## src/rtl/cnt_arb_pkg.sv

```systemverilog
// rtl/cnt_arb_pkg.sv - shared counter control codes and arbiter state encoding
package cnt_arb_pkg;

    localparam logic [2:0] CTRL_OFF                       = 3'd0;
    localparam logic [2:0] CTRL_RESET_AND_SIGNAL_IF_EQUAL = 3'd3;

    typedef enum logic [1:0] {
        ARB_IDLE = 2'd0,
        ARB_LOAD = 2'd1,
        ARB_RUN  = 2'd2,
        ARB_DONE = 2'd3
    } arb_state_t;

    // Index width for n requesters; never zero so a 1-requester build still elaborates.
    function automatic int idx_width(input int n);
        return (n > 1) ? $clog2(n) : 1;
    endfunction

endpackage

```

## src/rtl/cnt_rr_pick.sv

```systemverilog
// rtl/cnt_rr_pick.sv - combinational round-robin picker, searches upward from last+1 mod N
module cnt_rr_pick
    import cnt_arb_pkg::*;
#(
    parameter int N  = 4,
    parameter int IW = idx_width(N)
) (
    input  logic [N-1:0]  req,
    input  logic [IW-1:0] last,
    output logic          valid,
    output logic [IW-1:0] winner
);

    // Walk offsets from farthest to nearest so the nearest requester overwrites.
    always_comb begin : pick
        int idx;
        valid  = 1'b0;
        winner = '0;
        idx    = 0;
        for (int off = N; off >= 1; off--) begin
            idx = (int'(last) + off) % N;
            if (req[idx[IW-1:0]]) begin
                valid  = 1'b1;
                winner = idx[IW-1:0];
            end
        end
    end

endmodule

```

## src/rtl/cnt_arb.sv

```systemverilog
// rtl/cnt_arb.sv - round-robin scheduler sharing one programmable counter among N requesters
module cnt_arb
    import cnt_arb_pkg::*;
#(
    parameter int N = 4,
    parameter int W = 32
) (
    input  logic           clk,
    input  logic           reset,
    input  logic [N-1:0]   req,
    input  logic [N*W-1:0] period,
    output logic [N-1:0]   grant,
    output logic [N-1:0]   done,
    output logic           busy,
    output logic [W-1:0]   cnt_div,
    output logic [2:0]     cnt_control,
    input  logic [W-1:0]   cnt_dout
);

    localparam int IW = idx_width(N);

    arb_state_t    state_q, state_d;
    logic [IW-1:0] owner_q;
    logic [IW-1:0] last_q;
    logic [W-1:0]  period_q;
    logic          pick_valid;
    logic [IW-1:0] pick_idx;
    logic [W-1:0]  period_sel;

    cnt_rr_pick #(
        .N  (N),
        .IW (IW)
    ) u_pick (
        .req    (req),
        .last   (last_q),
        .valid  (pick_valid),
        .winner (pick_idx)
    );

    always_comb begin
        period_sel = '0;
        for (int i = 0; i < N; i++) begin
            if (pick_idx == IW'(i)) begin
                period_sel = period[i*W +: W];
            end
        end
    end

    always_ff @(posedge clk) begin
        if (reset) begin
            state_q  <= ARB_IDLE;
            owner_q  <= '0;
            last_q   <= IW'(N - 1);
            period_q <= '0;
        end else begin
            state_q <= state_d;
            if (state_q == ARB_IDLE && pick_valid) begin
                period_q <= period_sel;
                owner_q  <= pick_idx;
            end
            if (state_q == ARB_DONE) begin
                last_q <= owner_q;
            end
        end
    end

    // Abort outranks completion: a withdrawn requester never sees done.
    always_comb begin
        state_d = state_q;
        case (state_q)
            ARB_IDLE: if (pick_valid) state_d = ARB_LOAD;
            ARB_LOAD: state_d = ARB_RUN;
            ARB_RUN: begin
                if (!req[owner_q]) begin
                    state_d = ARB_IDLE;
                end else if (cnt_dout >= period_q) begin
                    state_d = ARB_DONE;
                end
            end
            ARB_DONE: state_d = ARB_IDLE;
            default:  state_d = ARB_IDLE;
        endcase
    end

    always_comb begin
        grant       = '0;
        done        = '0;
        busy        = (state_q != ARB_IDLE);
        cnt_div     = period_q;
        cnt_control = CTRL_OFF;
        if (state_q != ARB_IDLE) begin
            grant[owner_q] = 1'b1;
        end
        if (state_q == ARB_DONE) begin
            done[owner_q] = 1'b1;
        end
        if (state_q == ARB_RUN) begin
            cnt_control = CTRL_RESET_AND_SIGNAL_IF_EQUAL;
        end
    end

endmodule

```

## config.mk

```make
export PLATFORM = sky130hd
export DESIGN_NAME = cnt_arb
export DESIGN_NICKNAME = d
export VERILOG_FILES = /design/src/rtl/cnt_arb_pkg.sv /design/src/rtl/cnt_rr_pick.sv /design/src/rtl/cnt_arb.sv
export SDC_FILE = /design/constraint.sdc
export NUM_CORES = 1
export LEC_CHECK = 0
export ABC_AREA = 1
export CAP_MARGIN = 15
export CORE_MARGIN = 10
export CORE_UTILIZATION = 35
export DETAILED_ROUTE_END_ITERATION = 16
export PLACE_DENSITY = 0.72
export SKIP_CTS_REPAIR_TIMING = 1
export SLEW_MARGIN = 25
export SYNTH_ARGS = -nofsm -noshare
export SYNTH_HDL_FRONTEND = slang
export SYNTH_SLANG_ARGS = --single-unit
```

## constraint.sdc

```tcl
create_clock -name clk -period 5.12 [get_ports clk]
set_clock_uncertainty 0.1 [all_clocks]
set_input_delay 1.024 -clock clk [delete_from_list [all_inputs] [get_ports clk]]
set_output_delay 1.024 -clock clk [all_outputs]
set_load 0.05 [all_outputs]
```

# After elaboration in Yosys (flattened, before gate mapping)
# Index checks and enable logic that the tools add are counted.
# word_totals
inputBits	166
output_inout_bits	44
word_cells	60
regBits	38
# classes
n_reduce_logical	6
mux	31
addsub	4
n_lt_le_gt_ge	7
n_eq_ne	8
# ops
cell	count
32-bit two-way mux	4
32-bit greater-or-equal comparator	1
2-bit two-way mux	8
2-bit by 3-bit < comparator with 1-bit output (second input constant)	5
1-bit binary-select mux with 2-bit select	5
1-bit two-way mux	10
2-bit equality test (second input constant)	4
4-bit two-way mux	2
2-bit case mux with 4 select lines	1
2-bit by 1-bit adder with 2-bit output (second input constant)	2
2-bit adder (second input constant)	2
2-bit by 1-bit equality test with 1-bit output (second input constant)	2
2-bit logical NOT	2
3-bit inequality test (second input constant)	1
1-bit demux with 2-bit select	1
2-bit by 1-bit greater-or-equal comparator with 1-bit output (second input constant)	1
1-bit logical AND	2
2-bit inequality test (second input constant)	1
2-bit AND reduction	1
2-bit nonzero test	1

# Depth between registers and ports, before layout
# logic_depth
depth_word	12
depth_mapped	17

# Cells and area by module
# From an unflattened synthesis, not the netlist that was laid out.
# hier_totals
cells_unflattened	509
hier_area_um2	3384.5
# by_module_without_submodules
module	cells_per_inst	n_inst	area_per_inst_um2	seq_area_each_um2
cnt_arb	458	1	3138.0	760.7
cnt_rr_pick	51	1	246.5	0.0

# Worst setup path before layout
# OpenSTA, ideal clock, no wires.
# synth_path
kind	flip-flop to output port
start	reg state_q[1]
end	out cnt_control[1]
path_stages_with_launch	4
path_buffers	1
path_slack_ns	2.546
required_ns	3.996
arrival_ns	1.450
cell_sequence	dfxtp_1 -> inv_1 -> nor2_1 -> buf_4
# synth_via
elab_chain_cells	2
# synth_lines
item	line_no	rtl
start: declaration	cnt_arb.sv:22	arb_state_t state_q, state_d;
start signal: assignment	cnt_arb.sv:56	state_q <= state_d;
2-bit equality test	cnt_arb.sv:97	if (state_q == ARB_RUN) begin
2-bit two-way mux	cnt_arb.sv:97	
end: declaration	cnt_arb.sv:16	output logic [2:0] cnt_control,
# No other way between the ends.

# Worst setup path after layout
# layout_path
start	in req[3]
end	reg period_q[31], in the netlist cnt_div[31]
# layout_via
elab_chain_cells	11
# layout_lines
item	line_no	rtl
start: declaration	cnt_arb.sv:10	input logic [N-1:0] req,
1-bit binary-select mux with 2-bit select	cnt_rr_pick.sv:22	if (req[idx[IW-1:0]]) begin
1-bit two-way mux (implied by the code)	cnt_rr_pick.sv:22	
2-bit two-way mux (4 in series)	cnt_rr_pick.sv:22	
2-bit logical NOT	cnt_arb.sv:43	if (pick_idx == IW'(i)) begin
32-bit two-way mux (4 in series)	cnt_arb.sv:43	
end signal: assignment	cnt_arb.sv:58	period_q <= period_sel;
end: declaration	cnt_arb.sv:25	logic [W-1:0] period_q;
# Several ways; a longest one is shown, not always the timed one. The select of a mux whose other input is x is not followed.
# A chain may end at the register's enable or synchronous reset.

==> results.json <==
{
  "via_count": 4807,
  "max-slew-margin-rel_pct": 35.8,
  "r2r_start": "last_q[0]",
  "cp-start-kind": "primary input",
  "die_width_um": 123,
  "grt_first_pass_wirelength_mm": 24.2,
  "synth_cell_types": 32,
  "hold_viol": 0,
  "die-area_mm2": 0.0150,
  "numCtsBuffers": 5,
  "diodes": 0,
  "nets": 973,
  "avgSynthCellArea_um2": 6.16,
  "power.switching_w": 0.00107,
  "grt_pass1_vias": 4681,
  "core_region_area_mm2": 0.0103,
  "fin_util_pct": 56.8,
  "status": "finished, final reports clean",
  "first_iter_violations": 368,
  "worstSetupStartpoint": "req[3]",
  "avgViaCountPerCell": 5.27,
  "antenna_found_initial": 0,
  "crit_fanout": 51,
  "required_ns": 5.19,
  "drc_errors": 0,
  "grt_max_degree": 64,
  "cp-end-kind": "flip-flop",
  "routed_wirelength_mm": 15.7,
  "start_util_pct": 35.9,
  "root_buffer": "clkbuf_8",
  "insertion_delay_ns": 0.29,
  "io_pins": 210,
  "internal-power_w": 0.000997,
  "cts_tree": "done",
  "cap_violations": 0,
  "clock_path_buffers": 2,
  "row_count": 37,
  "p_sw_share_pct": 51.7,
  "total_leakage_power_nw": 2.49,
  "synthesis.area_mm2": 0.00369,
  "die_h_um": 123,
  "synth_fp_nets": 796,
  "dp_hpwl_mm": 12.0,
  "overflow": 0,
  "area_growth_pct": 58.3,
  "worst_pin_slew_ns": 0.960,
  "clk_pin_slew_ns": 0.08,
  "setup_viol": 0,
  "ir_worst_vdd_uv": 189,
  "drive_gt1_share_pct": 3.48,
  "fmax_mhz": 253,
  "layout_min_cycle_time_ns": 3.96,
  "min_from": "cnt_div[8]",
  "portBuffers": 208,
  "rsz0062_at_grt": "false",
  "clkPwrFrac_pct": 10.6,
  "ys_warn_count": 0,
  "p_seq_share_pct": 21.6,
  "holdCritPathClass": "flip-flop to flip-flop",
  "slew_viol_final": 0,
  "clock_sinks": 38,
  "worstSetupPathType": "primary input to flip-flop",
  "htreeDepth": 2,
  "drtAntennaViolNets": 0,
  "ys_seq_area_share_pct": 20.6,
  "finalSetupTns_ns": 0,
  "track_usage_pct": 19.8,
  "power.density_mw_per_mm2": 354,
  "post-route-period-util_pct": 77.3,
  "arrival_ns": 4.02,
  "syn_inst": 598,
  "pwr-share-comb_pct": 67.8,
  "drtPass1Iterations": 5,
  "ys_ff_latch": 38,
  "post_drt_wl_per_cell_um": 17.2,
  "gp_congestion": 0.881
}
-- per-layer routing --
layer / part of all wire [%] / global-route usage [%]
met4: 2.3 / 6.11
met3: 8.6 / 5.14
met2: 49 / 35.3
met5: 0 / 0
met1: 40 / 22.7
-- worst paths after layout --
| path | end | slack (ns) | cells after the start |
|---|---|---|---|
| max | cnt_div[31] | 1.16 | 11 |
| min | cnt_div[8] | 0.39 | 2 |
| max reg2reg | cnt_div[31] | 1.80 | 12 |
| min reg2reg | cnt_div[8] | 0.39 | 2 |
-- layout by cell type (no fill, tap or decap) --
| cell | netlist | layout |
|---|---|---|
| clkbuf_8 | 0 | 6 |
| o21ai_1 | 30 | 30 |
| nor2_4 | 0 | 1 |
| clkinv_2 | 0 | 1 |
| o21a_1 | 1 | 1 |
| nand2_4 | 2 | 3 |
| buf_4 | 7 | 3 |
| nand3_4 | 1 | 1 |
| o31ai_1 | 1 | 1 |
| nor2_1 | 29 | 29 |
| inv_1 | 78 | 78 |
| o21bai_1 | 1 | 1 |
| clkdlybuf4s50_1 | 0 | 208 |
| nor4_1 | 1 | 1 |
| nand2_1 | 134 | 134 |
| or2_2 | 2 | 2 |
| inv_2 | 5 | 5 |
| a21oi_1 | 50 | 50 |
| o221ai_1 | 1 | 1 |
| nand3b_1 | 1 | 1 |
| nand4_1 | 83 | 83 |
| conb_1 | 1 | 1 |
| a21o_1 | 1 | 1 |
| o211ai_1 | 3 | 3 |
| o21ai_0 | 6 | 6 |
| nor3_1 | 1 | 1 |
| dfxtp_1 | 38 | 38 |
| nand3_1 | 47 | 47 |
| or2_1 | 1 | 1 |
| inv_6 | 1 | 1 |
| clkbuf_1 | 6 | 1 |
| ha_1 | 32 | 32 |
| nand2_2 | 5 | 4 |
-- Yosys cell counts, drive strengths merged --
library cell / count / area, um2
nand2: 141 / 557
inv: 84 / 320
nand4: 83 / 519
a21oi: 50 / 250
nand3: 48 / 253
dfxtp: 38 / 761
o21ai: 36 / 180
buf: 35 / 205
ha: 32 / 400
nor2: 30 / 115
clkbuf: 6 / 22.5
o211ai: 3 / 22.5
or2: 3 / 18.8
a21o: 1 / 7.51
conb: 1 / 3.75
nand3b: 1 / 7.51
nor3: 1 / 5.00
nor4: 1 / 6.26
o21a: 1 / 7.51
o21bai: 1 / 7.51
o221ai: 1 / 8.76
o31ai: 1 / 7.51
-- power groups by stage --
stage | Clock (W) | Combinational [W] | Sequential (W)
after floorplan | 0 | 0.000728 | 0.000672
after global placement | 0 | 0.00136 | 0.000450
after detailed placement | 0 | 0.00139 | 0.000454
after CTS | 0.000225 | 0.00140 | 0.000447
after global routing | 0.000242 | 0.00154 | 0.000460
final | 0.000219 | 0.00140 | 0.000447
-- logic make-up (layout without fill, tap and decap cells) --
logic type,after synthesis,count (layout),share of synthesized area [%]
adders and majority gates,32,32,10.9
other,1,1,0.102
AOI/OAI and AO/OA,94,94,13.3
and+or+nand+nor,308,308,40.2
DFF,38,38,20.6
buffers and inverters,125,303,14.9
-- final cells by class --
| type | instances | area [um2] |
|---|---|---|
| Clock inverter | 1 | 5.00 |
| Timing Repair Buffer | 211 | 2100 |
| Sequential cell | 38 | 761 |
| Inverter | 84 | 320 |
| Clock buffer | 7 | 86.3 |
| Fill cell | 1007 | 4440 |
| Multi-Input combinational cell | 435 | 2390 |
| Tap cell | 136 | 170 |
-- worst max-delay path, cell delays in order --
cell             delay (ns)
clkdlybuf4s50_1        0.52
nand2_1                0.08
nand2_1                0.14
nand2_1                0.08
nand2_1                0.10
nand3_1                0.09
nand2_2                0.61
nand2_2                0.74
or2_1                  0.46
nand3_1                0.08
a21oi_1                0.06
-- through the flow --
stage	setup WS [ns]	cells	hold WS [ns]	area [um2]	power [W]
after floorplan	2.55	598	0.370	3690	0.00140
after global placement	1.10	904	0.369	5740	0.00181
after detailed placement	0.942	904	0.374	5740	0.00185
after CTS	1.24	912	0.387	5830	0.00207
after global routing	0.950	912	0.404	5830	0.00224
final	1.16	912	0.387	5830	0.00207
-- sequential cells by signal, summed over array words and instances, names as in the netlist --
signal,flops
state_q,2
owner_q,2
last_q,2
cnt_div,32
Power figures use the tool's default switching activity.
